<file path="src/rtl/rr_dp_sequencer.sv">
// rr_dp_sequencer: round-robin sharing of one fixed-latency increment datapath among NUM_REQ requesters
// ports: req_valid/req_data/req_ready accept one operand; dp_valid/dp_data/dp_result drive the datapath;
// rsp_valid/rsp_data/rsp_ready return the result; grant_id, busy and sticky err_mismatch report status
module rr_dp_sequencer #(
  parameter int NUM_REQ = 4,
  parameter int DATA_W = 8,
  parameter int DP_LATENCY = 1,
  localparam int IW = $clog2(NUM_REQ)
) (
  input  logic                      clk,
  input  logic                      reset,
  input  logic [NUM_REQ-1:0]        req_valid,
  input  logic [NUM_REQ*DATA_W-1:0] req_data,
  output logic [NUM_REQ-1:0]        req_ready,
  output logic                      dp_valid,
  output logic [DATA_W-1:0]         dp_data,
  input  logic [DATA_W-1:0]         dp_result,
  output logic [NUM_REQ-1:0]        rsp_valid,
  output logic [DATA_W-1:0]         rsp_data,
  input  logic [NUM_REQ-1:0]        rsp_ready,
  output logic [IW-1:0]             grant_id,
  output logic                      busy,
  output logic                      err_mismatch
);
  typedef enum logic [1:0] {IDLE, ISSUE, WAIT, RESP} state_t;
  state_t state_q, state_d;
  logic [IW-1:0] ptr_q, ptr_d, grant_q, grant_d, win, idx;
  logic [DATA_W-1:0] op_q, op_d, dpd_q, dpd_d, rspd_q, rspd_d;
  logic [NUM_REQ-1:0] rspv_q, rspv_d;
  logic [2:0] cnt_q, cnt_d;
  logic dpv_q, dpv_d, err_q, err_d, hit;
  // descending scan so the last hit kept is the nearest requester after ptr_q
  always_comb begin
    win = ptr_q;
    hit = 1'b0;
    idx = ptr_q;
    for (int k = NUM_REQ; k >= 1; k--) begin
      idx = IW'((int'(ptr_q) + k) % NUM_REQ);
      if (req_valid[idx]) begin
        win = idx;
        hit = 1'b1;
      end
    end
  end
  always_comb begin
    state_d = state_q;
    ptr_d = ptr_q;
    grant_d = grant_q;
    op_d = op_q;
    dpv_d = 1'b0;
    dpd_d = dpd_q;
    cnt_d = cnt_q;
    rspv_d = rspv_q;
    rspd_d = rspd_q;
    err_d = err_q;
    req_ready = (state_q == IDLE && hit && !reset) ? NUM_REQ'(1) << win : '0;
    case (state_q)
      IDLE: if (hit) begin
        op_d = req_data[win*DATA_W +: DATA_W];
        grant_d = win;
        ptr_d = win;
        state_d = ISSUE;
      end
      ISSUE: begin
        dpv_d = 1'b1;
        dpd_d = op_q;
        cnt_d = 3'(DP_LATENCY);
        state_d = WAIT;
      end
      WAIT: begin
        cnt_d = cnt_q - 3'd1;
        if (cnt_q == 3'd1) begin
          rspd_d = dp_result;
          rspv_d = NUM_REQ'(1) << grant_q;
          err_d = err_q | (dp_result != op_q + DATA_W'(1));
          state_d = RESP;
        end
      end
      RESP: if (rsp_ready[grant_q]) begin
        rspv_d = '0;
        state_d = IDLE;
      end
      default: state_d = IDLE;
    endcase
  end
  always_ff @(posedge clk) begin
    if (reset) begin
      state_q <= IDLE;
      ptr_q <= IW'(NUM_REQ - 1);
      grant_q <= '0;
      op_q <= '0;
      dpv_q <= 1'b0;
      dpd_q <= '0;
      cnt_q <= '0;
      rspv_q <= '0;
      rspd_q <= '0;
      err_q <= 1'b0;
    end else begin
      state_q <= state_d;
      ptr_q <= ptr_d;
      grant_q <= grant_d;
      op_q <= op_d;
      dpv_q <= dpv_d;
      dpd_q <= dpd_d;
      cnt_q <= cnt_d;
      rspv_q <= rspv_d;
      rspd_q <= rspd_d;
      err_q <= err_d;
    end
  end
  assign dp_valid = dpv_q;
  assign dp_data = dpd_q;
  assign rsp_valid = rspv_q;
  assign rsp_data = rspd_q;
  assign grant_id = grant_q;
  assign busy = state_q != IDLE;
  assign err_mismatch = err_q;
endmodule

</file>
<file path="config.mk">
export PLATFORM = sky130hd
export DESIGN_NAME = rr_dp_sequencer
export DESIGN_NICKNAME = d
export VERILOG_FILES = /design/src/rtl/rr_dp_sequencer.sv
export SDC_FILE = /design/constraint.sdc
export NUM_CORES = 1
export LEC_CHECK = 0
export ABC_AREA = 1
export CORE_MARGIN = 2
export CORE_UTILIZATION = 46
export CTS_CLUSTER_DIAMETER = 40
export CTS_CLUSTER_SIZE = 14
export DETAILED_ROUTE_END_ITERATION = 16
export PLACE_DENSITY = 0.87
export SLEW_MARGIN = 30
export SYNTH_ARGS = -nofsm -noshare
export SYNTH_HDL_FRONTEND = slang
export SYNTH_SLANG_ARGS = --single-unit
</file>
<file path="constraint.sdc">
create_clock -name clk -period 1.9 [get_ports clk]
set_input_delay 0.38 -clock clk [delete_from_list [all_inputs] [get_ports clk]]
set_output_delay 0.38 -clock clk [all_outputs]
set_load 0.005 [all_outputs]
</file>
## Word-level counts from Yosys, hierarchy flattened

Cells that the tools add are included.

- Word-level logic and storage cells: 72
- Bits in latches: 0
- ROM bits: 0
- RAM bits: 0
- Register bits after elaboration: 39
- Input bits: 50
- Memories kept: 0

- Equality and inequality tests: 8
- Div/mod/pow operators: 0
- Shift-type cells: 3
- Add/subtract/negate cells: 6
- Order comparisons: 5
- Reduce and logical (&&, ||, !) cells: 11
- Multiply operators: 0
- Mux-type cells: 28
- Bitwise logic cells: 1

Operator list:

| kind | number |
|---|---|
| indexed part select 32 x 6 -> 8 bit | 1 |
| less-than comparator 2 x 3 -> 1 bit, second input constant | 5 |
| two-way mux 2 bit | 7 |
| two-way mux 4 bit | 3 |
| binary-select mux 1 bit (select 2 bit) | 5 |
| two-way mux 1 bit | 10 |
| adder 8 x 1 -> 8 bit, second input constant | 1 |
| inequality test 8 bit | 1 |
| one-hot mux 2 bit (4 select lines) | 1 |
| one-hot mux 4 bit (2 select lines) | 1 |
| << shifter 1 x 2 -> 4 bit, first input constant | 2 |
| inequality test 2 bit, second input constant | 3 |
| one-hot mux 3 bit (2 select lines) | 1 |
| AND reduction 3 bit | 2 |
| nonzero test 2 bit | 3 |
| adder 2 x 1 -> 2 bit, second input constant | 2 |
| adder 2 bit, second input constant | 2 |
| equality test 2 bit, second input constant | 2 |
| AND reduction 2 bit | 2 |
| equality test 3 x 1 -> 1 bit, second input constant | 1 |
| subtractor 3 x 1 -> 3 bit, second input constant | 1 |
| equality test 2 x 1 -> 1 bit, second input constant | 1 |
| logical AND 1 bit | 2 |
| zero test 2 bit | 1 |
| 2 further kinds | 2 |

## Depth between registers and ports, before layout

Gate-level depths: netlist of run 1.

- Depth after elaboration: 10
- Depth in mapped cells: 15
- Mapped depth without buffers: 13

## Least setup slack after synthesis of run 1

Ideal clock, no wire load.

- Path kind: reg-to-output
- From: register ptr_q[0]
- To: output req_ready[0]
- Data arrival time: 1.437 ns
- Slack: 0.083 ns
- Stages on the path, launching flop included: 13
- Path buffers: 2
- Cell sequence: dfxtp_1 buf_6 inv_8 nand2_2 nand2_1 nand2_2 nand2_4 nor2_4 nand2_2 nand2_4 inv_4 buf_6 nor3_1

- Cells in the longest elaborated chain, start to end: 10

Ends and longest elaborated chain:

| what | RTL line | RTL |
|---|---|---|
| start, declared | 27 | `logic [IW-1:0] ptr_q, ptr_d, grant_q, grant_d, win, idx;` |
| start signal, assigned | 89 | `ptr_q <= IW'(NUM_REQ - 1);` |
| start signal, assigned | 100 | `ptr_q <= ptr_d;` |
| adder 2 x 1 -> 2 bit | 38 | `idx = IW'((int'(ptr_q) + k) % NUM_REQ);` |
| binary-select mux 1 bit (select 2 bit) | 39 | `if (req_valid[idx]) begin` |
| two-way mux 1 bit (not written as such) | 39 |  |
| two-way mux 1 bit (4 in series) | 39 |  |
| logical AND 1 bit (2 in series) | 56 | `req_ready = (state_q == IDLE && hit && !reset) ? NUM_REQ'(1) << win : '0;` |
| two-way mux 4 bit * | 56 |  |
| end, declared | 14 | `output logic [NUM_REQ-1:0] req_ready,` |

Mark *: on every way between the ends. The rest lies on a longest branch, timed or not. The select of a mux whose other input is x is not followed.

## Worst setup path in the final report of run 1

- From: register ptr_q[0]
- To: output req_ready[1]

Same word-level chain as after synthesis.

==> results of run 1 <==
## metrics by stage
stage               area, sq um  instances  setup WS (ns)  utilization (%)  setup TNS, ns
CTS                        3510        500         -0.273             69.6          -1.01
global placement           3290        484         -0.675             65.2          -4.49
finish                     3560        501         -0.319             70.6          -1.13
detailed placement         3290        484         -0.734             65.2          -5.32
floorplan                  2370        330         0.0834                -              0
global route               3560        501         -0.390             70.6          -2.09
## metal layers
layer,vias up,share of wire (%)
met5,-,0
met3,21,6.8
li1,1284,-
met4,0,3.4
met2,97,47
met1,1104,43
## Yosys cell counts (2+ instances only)
library cell               number  area, sq um
sky130_fd_sc_hd__buf_2          2         10.0
sky130_fd_sc_hd__nand2_4        6         67.6
sky130_fd_sc_hd__clkbuf_1       5         18.8
sky130_fd_sc_hd__buf_6          4         45.0
sky130_fd_sc_hd__o211ai_1       2         15.0
sky130_fd_sc_hd__dfxtp_1       39          781
sky130_fd_sc_hd__a31oi_1        2         12.5
sky130_fd_sc_hd__inv_2          3         11.3
sky130_fd_sc_hd__a21oi_1       21          105
sky130_fd_sc_hd__xor2_1         6         52.6
sky130_fd_sc_hd__ha_1           7         87.6
sky130_fd_sc_hd__xnor2_1        7         61.3
sky130_fd_sc_hd__nor2_1        34          128
sky130_fd_sc_hd__nor3_1         6         30.0
sky130_fd_sc_hd__nand3_2        9         90.1
sky130_fd_sc_hd__nand2_1       59          221
sky130_fd_sc_hd__nand2_2       10         62.6
sky130_fd_sc_hd__inv_1         25         93.8
sky130_fd_sc_hd__o21ai_0       19         95.1
sky130_fd_sc_hd__nand4_1        5         31.3
sky130_fd_sc_hd__nand3_1       43          215
## where the power goes
group	total [mW]	internal, mW	leakage [nW]	switching, mW
logic	3.56	1.59	1.12	1.97
registers	1.32	1.07	0.320	0.242
clock network	0.818	0.524	0.0644	0.294
## cell families (layout without fill, tap and decap cells)
family          count (synthesis)  in the layout
simple gates                  178            178
compound gates                 49             49
buf+inv                        44            145
flops                          39             39
xor+xnor                       13             13
fa+ha+maj                       7              7
## what timing repair did
item,in CTS,in global routing
setup endpoints to repair,13,16
gates resized for setup,44,13
hold buffers,0,0
setup buffers,12,1
pin swaps,16,12
## flip-flops by register name, summed over array words and instances, names as in the netlist
name	count
dp_data	8
op_q	8
rsp_data	8
rsp_valid	4
cnt_q	3
grant_id	2
ptr_q	2
state_q	2
dp_valid	1
err_mismatch	1
## how the worst min path moves through the flow
stage | to | slack (ns) | depth (start not counted)
final | err_mismatch$_SDFFE_PP0P_ | 0.46 | 2
after detailed placement | err_mismatch$_SDFFE_PP0P_ | 0.45 | 2
after global routing | rsp_valid[1]$_SDFFE_PP0P_ | 0.49 | 2
after CTS | err_mismatch$_SDFFE_PP0P_ | 0.46 | 2
after global placement | err_mismatch$_SDFFE_PP0P_ | 0.44 | 2
after floorplan | cnt_q[2]$_SDFFE_PP0P_ | 0.44 | 1
## layout make-up
type	count	share of cell area, %
clock buffer	5	1.93
clock inverter	3	1.90
inverter	31	3.62
tap	70	2.46
timing repair buffer	106	27.8
sequential	39	22.2
multi-input combinational	247	40.1
## worst min-delay path, stage by stage, from the launching register on
cell	delay [ns]
sky130_fd_sc_hd__dfxtp_1	0.31
sky130_fd_sc_hd__inv_1	0.05
sky130_fd_sc_hd__a21oi_1	0.05
==> metrics.txt, run 1 <==
# TYPE chip_impl_metric gauge
chip_impl_info{name="status",value="complete, but fails checks"} 1
chip_impl_info{name="violations_in_the_final_reports",value="negative setup slack"} 1
chip_impl_metric{name="floorplan.die_area",unit="sq mm"} 0.00575
chip_impl_metric{name="grt_antenna_before_repair",unit=""} 0
chip_impl_metric{name="yosysSeqAreaShare",unit="%"} 32.9
chip_impl_info{name="ctsRootBufferMaster",value="sky130_fd_sc_hd__clkbuf_8"} 1
chip_impl_metric{name="holdWs",unit="ns"} 0.458
chip_impl_metric{name="yosys.area_share.adder",unit="%"} 3.69
chip_impl_metric{name="drt-vias-per-instance",unit=""} 5.00
chip_impl_metric{name="finalWorstPathRequiredPeriod",unit="ns"} 2.22
chip_impl_metric{name="worst-r2r-setup-slack",unit="ns"} 0.03
chip_impl_metric{name="totalPowerFinal",unit="mW"} 5.70
chip_impl_metric{name="wl_per_cell",unit="um"} 12.8
chip_impl_info{name="globalRoute.busiestLayer",value="met2"} 1
chip_impl_metric{name="ys_types",unit=""} 37
chip_impl_metric{name="die-width",unit="um"} 75.8
chip_impl_metric{name="yosys.area_share.simple",unit="%"} 37.7
chip_impl_info{name="timing.setup.critical_path_class",value="reg2out"} 1
chip_impl_metric{name="netlist_area_before_placement",unit="sq mm"} 0.00237
chip_impl_metric{name="yosys_register_bits",unit=""} 39
chip_impl_metric{name="detail_route.wirelength",unit="um"} 6400
chip_impl_info{name="hold_path.class",value="reg2reg"} 1
chip_impl_metric{name="worst_r2r_path_depth",unit=""} 14
chip_impl_metric{name="final-setup-viol-count",unit=""} 4
chip_impl_metric{name="critPathRequiredTime",unit="ns"} 1.52
chip_impl_metric{name="worst_ep_arrival_time",unit="ns"} 1.84
chip_impl_metric{name="drtPass1Iterations",unit=""} 4
chip_impl_info{name="crit_chain",value="inv_8 -> nand2_1 -> nand2_2 -> nand2_2 -> nand2_2 -> buf_6 -> nand2_4 -> nand2_4 -> nand2_4 -> nand2_4 -> nor3_2 -> buf_2"} 1
chip_impl_metric{name="use_met1",unit="%"} 27.9
chip_impl_metric{name="maxSlewViolCount",unit=""} 0
chip_impl_metric{name="timing.critical_path.slowest_cell_delay",unit="ns"} 0.42
chip_impl_metric{name="worst_setup_hold_path_clk_slew",unit="ns"} 0.07
chip_impl_info{name="path_common_cell",value="sky130_fd_sc_hd__nand2_4"} 1
chip_impl_metric{name="clock_skew",unit="ns"} 0.00446
chip_impl_info{name="r2r-start",value="ptr_q[0]$_SDFFE_PP1P_"} 1
chip_impl_metric{name="count_of_mapped_cells_out_of_synthesis",unit=""} 330
chip_impl_metric{name="max_cap_violation_count",unit=""} 0
chip_impl_metric{name="final_layout_size_suffix_gt1_share",unit="%"} 20.9
chip_impl_info{name="layout.cells.most_common_list",value="sky130_fd_sc_hd__clkdlybuf4s50_1 (69), sky130_fd_sc_hd__nand2_1 (56), sky130_fd_sc_hd__nand3_1 (43)"} 1
chip_impl_metric{name="drt_first_iter_violations",unit=""} 100
chip_impl_metric{name="met2_routing_resource_usage_after_global_routing",unit="%"} 39.3
chip_impl_metric{name="clock.fmax",unit="MHz"} 451
chip_impl_metric{name="filler_cell_count",unit=""} 384
chip_impl_metric{name="number_of_buffers_inserted_during_clock_tree_synthesis",unit=""} 5
chip_impl_metric{name="worstSetupPathDepth",unit=""} 12
chip_impl_metric{name="cts-root-to-sink-buffers",unit=""} 2
chip_impl_metric{name="largest_net_degree_at_the_start_of_global_routing",unit=""} 23
chip_impl_metric{name="power_leakage",unit="nW"} 1.51
chip_impl_metric{name="synth-compound-area-share",unit="%"} 11.4
chip_impl_metric{name="nets_in_the_synthesized_netlist",unit=""} 387
chip_impl_metric{name="synthesis.yosys.warnings",unit=""} 0
chip_impl_metric{name="synthesis.area_per_instance",unit="sq um"} 7.19
chip_impl_info{name="cp-startpoint",value="ptr_q[0]$_SDFFE_PP1P_"} 1
chip_impl_metric{name="place.gp.congestion",unit=""} 0.858
chip_impl_metric{name="initial_core_utilization",unit="%"} 47.0
chip_impl_info{name="cpMaxStageDelayCell",value="sky130_fd_sc_hd__dfxtp_4"} 1
chip_impl_metric{name="die-height",unit="um"} 75.8
chip_impl_metric{name="final-seq-area",unit="sq um"} 788
chip_impl_metric{name="fp.coreArea",unit="sq mm"} 0.00504
chip_impl_metric{name="final_hold_viol_count",unit=""} 0
chip_impl_metric{name="htreeDepth",unit=""} 2
chip_impl_metric{name="synth_mux_area_share",unit="%"} 0
chip_impl_info{name="cp-end-kind",value="output port"} 1
chip_impl_metric{name="num_antenna_cells",unit=""} 0
chip_impl_metric{name="crit_path_max_fanout",unit=""} 6
chip_impl_metric{name="overflow",unit=""} 0
chip_impl_metric{name="cts_num_sinks",unit=""} 39
chip_impl_metric{name="final_antenna_net_count",unit=""} 0
chip_impl_metric{name="io-pin-count",unit=""} 79
chip_impl_metric{name="port_buffers",unit=""} 78
chip_impl_info{name="combinational_family_with_the_most_area_after_synthesis",value="simple AND/OR/NAND/NOR gates"} 1
chip_impl_info{name="mostFrequentLayoutCell",value="sky130_fd_sc_hd__clkdlybuf4s50_1"} 1
chip_impl_info{name="reg2reg_to",value="op_q[2]$_SDFFE_PP0P_"} 1
chip_impl_info{name="hp-start",value="err_mismatch$_SDFFE_PP0P_"} 1
chip_impl_metric{name="timing.critical_path.buf_inv",unit=""} 3
chip_impl_metric{name="slew_headroom",unit="%"} 76.1
chip_impl_metric{name="multi_input_logic_area",unit="sq mm"} 0.00143
chip_impl_metric{name="first_pass_grt_wire_length",unit="um"} 10400
chip_impl_metric{name="design.final.nets",unit=""} 487
chip_impl_metric{name="detailroute.via_count",unit=""} 2506
chip_impl_metric{name="tightestPinTransition",unit="ns"} 0.358
chip_impl_metric{name="xor_and_xnor_fraction_of_the_mapped_netlist_area",unit="%"} 4.80
chip_impl_metric{name="first_global_vias",unit=""} 2412
chip_impl_metric{name="detailedPlacementHpwl",unit="um"} 4640
chip_impl_info{name="start_kind",value="register"} 1
chip_impl_metric{name="clkLatencyLatePin",unit="ns"} 0.29
chip_impl_metric{name="rows",unit=""} 26
chip_impl_metric{name="setup_slack",unit="ns"} -0.319
chip_impl_info{name="worst_path_dominant_cell_family",value="simple AND/OR/NAND/NOR gates"} 1
chip_impl_metric{name="final_min_period_over_clock_period",unit="%"} 117
chip_impl_metric{name="met3_usage",unit="%"} 5.95
chip_impl_metric{name="vdd_ir_drop_max",unit="uV"} 1820
chip_impl_info{name="yosys_most_used_dff",value="sky130_fd_sc_hd__dfxtp_1"} 1
chip_impl_metric{name="cellPowerDensity",unit="mW/mm^2"} 1600
chip_impl_metric{name="detail_route.drc_violations",unit=""} 0
chip_impl_metric{name="area_growth_syn_to_layout",unit="%"} 50.0
chip_impl_info{name="cts_tree",value="yes"} 1
chip_impl_metric{name="total_routing_usage_gr",unit="%"} 23.2
chip_impl_metric{name="async_set_or_reset_register_ratio_after_synthesis",unit="%"} 0
chip_impl_info{name="rsz_0062_raised_after_global_routing",value="true"} 1
chip_impl_info{name="endpoint",value="req_ready[1]"} 1
chip_impl_metric{name="count_of_flip_flops_with_a_built_in_enable_after_synthesis",unit=""} 0
(Power assumes the default switching activity.)
==> run 2: changes to the inputs <==
- CTS_CLUSTER_SIZE: 14 -> 40
==> results of run 2 <==
Final layout, timing and power as in run 1 (identical DEF).
==> run 3: changes to the inputs <==
- CORE_UTILIZATION: 46 -> 47
- CTS_BUF_LIST: unset -> sky130_fd_sc_hd__clkbuf_8
- PLACE_DENSITY: 0.87 -> 0.89
- SLEW_MARGIN: 30 -> unset
==> run 3 against run 2 <==
  * The run still ends with negative setup slack left
  * Global-route usage shrank 0.12 points
  * Combinational power up 5%
  * Sequential share of layout area barely moved
  * Non-clock buffer count fell by 2
  * Final area is 0.14% higher
  * Clock power decreased by 29%
  * Power is 0.98% lower
  * Clock skew rose by 0.0070 ns
  * Count of clock-buffer cells in the layout stayed put
  * Via count grew 1.6%
  * Utilization is 3.9 points higher
  * First-iteration DRC count grew 12%
  * Critical path type unchanged
  * Highest routed layer unchanged
==> metrics.txt, run 3 (synthesis results as in run 1) <==
# TYPE chip_impl_metric gauge
chip_impl_info{name="status",value="complete, but fails checks"} 1
chip_impl_info{name="violations_in_the_final_reports",value="negative setup slack"} 1
chip_impl_metric{name="grt_antenna_before_repair",unit=""} 0
chip_impl_info{name="cp-end-kind",value="output port"} 1
chip_impl_info{name="ctsRootBufferMaster",value="sky130_fd_sc_hd__clkbuf_8"} 1
chip_impl_metric{name="dp_cells",unit=""} 481
chip_impl_metric{name="fp.coreArea",unit="sq mm"} 0.00479
chip_impl_metric{name="critPathRequiredTime",unit="ns"} 1.52
chip_impl_metric{name="port_buffers",unit=""} 78
chip_impl_metric{name="filler_cell_count",unit=""} 367
chip_impl_metric{name="die-height",unit="um"} 75.0
chip_impl_metric{name="wl_per_cell",unit="um"} 13.4
chip_impl_metric{name="htreeDepth",unit=""} 2
chip_impl_metric{name="timing.critical_path.slowest_cell_delay",unit="ns"} 0.37
chip_impl_metric{name="detailroute.via_count",unit=""} 2545
chip_impl_metric{name="place.gp.congestion",unit=""} 0.862
chip_impl_metric{name="final_antenna_net_count",unit=""} 0
chip_impl_metric{name="final_min_period_over_clock_period",unit="%"} 117
chip_impl_metric{name="detail_route.drc_violations",unit=""} 0
chip_impl_metric{name="detail_route.wirelength",unit="um"} 6660
chip_impl_metric{name="die-width",unit="um"} 75.0
chip_impl_metric{name="clock.fmax",unit="MHz"} 451
chip_impl_metric{name="final.setup.tns",unit="ns"} -1.48
chip_impl_metric{name="power_leakage",unit="nW"} 1.50
chip_impl_info{name="start_kind",value="register"} 1
chip_impl_metric{name="drtPass1Iterations",unit=""} 4
chip_impl_metric{name="number_of_buffers_inserted_during_clock_tree_synthesis",unit=""} 5
chip_impl_info{name="crit_chain",value="buf_12 -> nand2_1 -> nand2_2 -> nand2_2 -> nand2_4 -> buf_6 -> nand2_8 -> nand2_4 -> nand2_4 -> nand2_4 -> nor3_2 -> buf_2"} 1
chip_impl_metric{name="io-pin-count",unit=""} 79
chip_impl_metric{name="largest_net_degree_at_the_start_of_global_routing",unit=""} 23
chip_impl_metric{name="overflow",unit=""} 0
chip_impl_info{name="cts_tree",value="yes"} 1
chip_impl_info{name="path_common_cell",value="sky130_fd_sc_hd__nand2_4"} 1
chip_impl_metric{name="floorplan.die_area",unit="sq mm"} 0.00563
chip_impl_metric{name="final_core_utilization",unit="%"} 74.5
chip_impl_metric{name="initial_core_utilization",unit="%"} 49.6
chip_impl_metric{name="final_layout_size_suffix_gt1_share",unit="%"} 21.0
chip_impl_metric{name="vdd_ir_drop_max",unit="uV"} 1660
chip_impl_metric{name="crit_path_max_fanout",unit=""} 5
chip_impl_metric{name="setup_slack",unit="ns"} -0.316
chip_impl_metric{name="stdcell_area",unit="sq mm"} 0.00356
chip_impl_info{name="cpMaxStageDelayCell",value="sky130_fd_sc_hd__dfxtp_4"} 1
chip_impl_metric{name="drt_first_iter_violations",unit=""} 112
chip_impl_metric{name="clock_skew",unit="ns"} 0.0115
chip_impl_metric{name="holdWs",unit="ns"} 0.451
chip_impl_metric{name="final-setup-viol-count",unit=""} 13
chip_impl_metric{name="design.final.nets",unit=""} 485
chip_impl_metric{name="rows",unit=""} 25
chip_impl_metric{name="total_routing_usage_gr",unit="%"} 23.1
chip_impl_metric{name="cts-root-to-sink-buffers",unit=""} 2
chip_impl_metric{name="worst_setup_hold_path_clk_slew",unit="ns"} 0.08
chip_impl_info{name="hold_path.class",value="reg2reg"} 1
chip_impl_metric{name="max_cap_violation_count",unit=""} 0
chip_impl_metric{name="cts_num_sinks",unit=""} 39
chip_impl_info{name="layout.cells.most_common_list",value="sky130_fd_sc_hd__clkdlybuf4s50_1 (69), sky130_fd_sc_hd__nand2_1 (52), sky130_fd_sc_hd__nand3_1 (43)"} 1
chip_impl_metric{name="maxSlewViolCount",unit=""} 0
chip_impl_info{name="timing.setup.critical_path_class",value="reg2out"} 1
chip_impl_metric{name="dpl-instance-area",unit="sq mm"} 0.00328
chip_impl_metric{name="num_antenna_cells",unit=""} 0
chip_impl_info{name="rsz_0062_raised_after_global_routing",value="true"} 1
chip_impl_metric{name="final_hold_viol_count",unit=""} 0
chip_impl_metric{name="cts_hold_repair.buffers",unit=""} 0
chip_impl_metric{name="worst_ep_arrival_time",unit="ns"} 1.84
chip_impl_metric{name="clkLatencyLatePin",unit="ns"} 0.30
chip_impl_metric{name="detailedPlacementHpwl",unit="um"} 4600
chip_impl_metric{name="cellPowerDensity",unit="mW/mm^2"} 1580
chip_impl_metric{name="area_growth_syn_to_layout",unit="%"} 50.2
chip_impl_info{name="mostFrequentLayoutCell",value="sky130_fd_sc_hd__clkdlybuf4s50_1"} 1
chip_impl_metric{name="drt-vias-per-instance",unit=""} 5.13
chip_impl_metric{name="tightestPinTransition",unit="ns"} 0.325
chip_impl_metric{name="finalWorstPathRequiredPeriod",unit="ns"} 2.22
chip_impl_metric{name="slew_headroom",unit="%"} 78.3
chip_impl_metric{name="final-instance-count-excl-fill",unit=""} 496
chip_impl_metric{name="first_global_vias",unit=""} 2440
chip_impl_metric{name="first_pass_grt_wire_length",unit="um"} 10200
==> run 3: cell count changes in the layout (fill, tap and decap cells not counted), moves of 4 or more <==
cell,before,now
sky130_fd_sc_hd__nand2_4,10,14
sky130_fd_sc_hd__buf_4,22,18
sky130_fd_sc_hd__o21ai_0,14,19
sky130_fd_sc_hd__o21ai_1,6,1
sky130_fd_sc_hd__nand2_1,56,52
==> run 3: metrics by stage <==
stage          total power [mW]  worst slack [ns]
6_report                   5.64            -0.316
5_1_grt                    6.07            -0.432
4_1_cts                    5.19            -0.242
3_5_place_dp               4.48            -0.753
3_3_place_gp               4.35            -0.666
2_1_floorplan              3.59            0.0834
==> run 3: area by class of cell <==
class                           count  area (sq um)  area share [%]
Clock inverter                      3          23.8           0.667
Sequential cell                    39           788            22.1
Tap cell                           67          83.8            2.35
Clock buffer                        5          68.8            1.93
Multi-Input combinational cell    247          1480            41.5
Inverter                           31           131            3.69
Timing Repair Buffer              104           988            27.7
==> run 3: path summary, 6_finish.rpt <==
path,from,to,slack [ns],cells past startpoint
worst max-delay path,ptr_q[0]$_SDFFE_PP1P_,req_ready[3],-0.32,12
worst min-delay path,err_mismatch$_SDFFE_PP0P_,err_mismatch$_SDFFE_PP0P_,0.45,2
worst max register to register,ptr_q[0]$_SDFFE_PP1P_,op_q[0]$_SDFFE_PP0P_,-0.07,12
worst min register to register,err_mismatch$_SDFFE_PP0P_,err_mismatch$_SDFFE_PP0P_,0.45,2
==> run 3: layer usage <==
metal / routed length (um) / track usage, % / up-vias
li1: - / - / 1279
met1: 2700 / 27.8 / 1149
met2: 3340 / 39.9 / 103
met3: 495 / 5.76 / 14
met4: 130 / 8.13 / 0
met5: 0 / 0 / -
==> run 3: repair_timing <==
action                                  CTS  global route
resized for setup                        38            26
pin swaps                                10            17
buffers inserted                          4             5
endpoints found under the setup margin   14            13
==> run 3: worst max-delay path, delay by kind of cell, from the launching register on <==
kind          cells  cell delay [ns]
simple gates      9             0.76
flops             1             0.37
buf+inv           3             0.40
==> run 3: power by group <==
group | switching, mW | total, mW | internal (mW)
Clock | 0.317 | 0.579 | 0.262
Sequential | 0.235 | 1.31 | 1.07
Combinational | 2.11 | 3.75 | 1.64
Total | 2.66 | 5.64 | 2.98
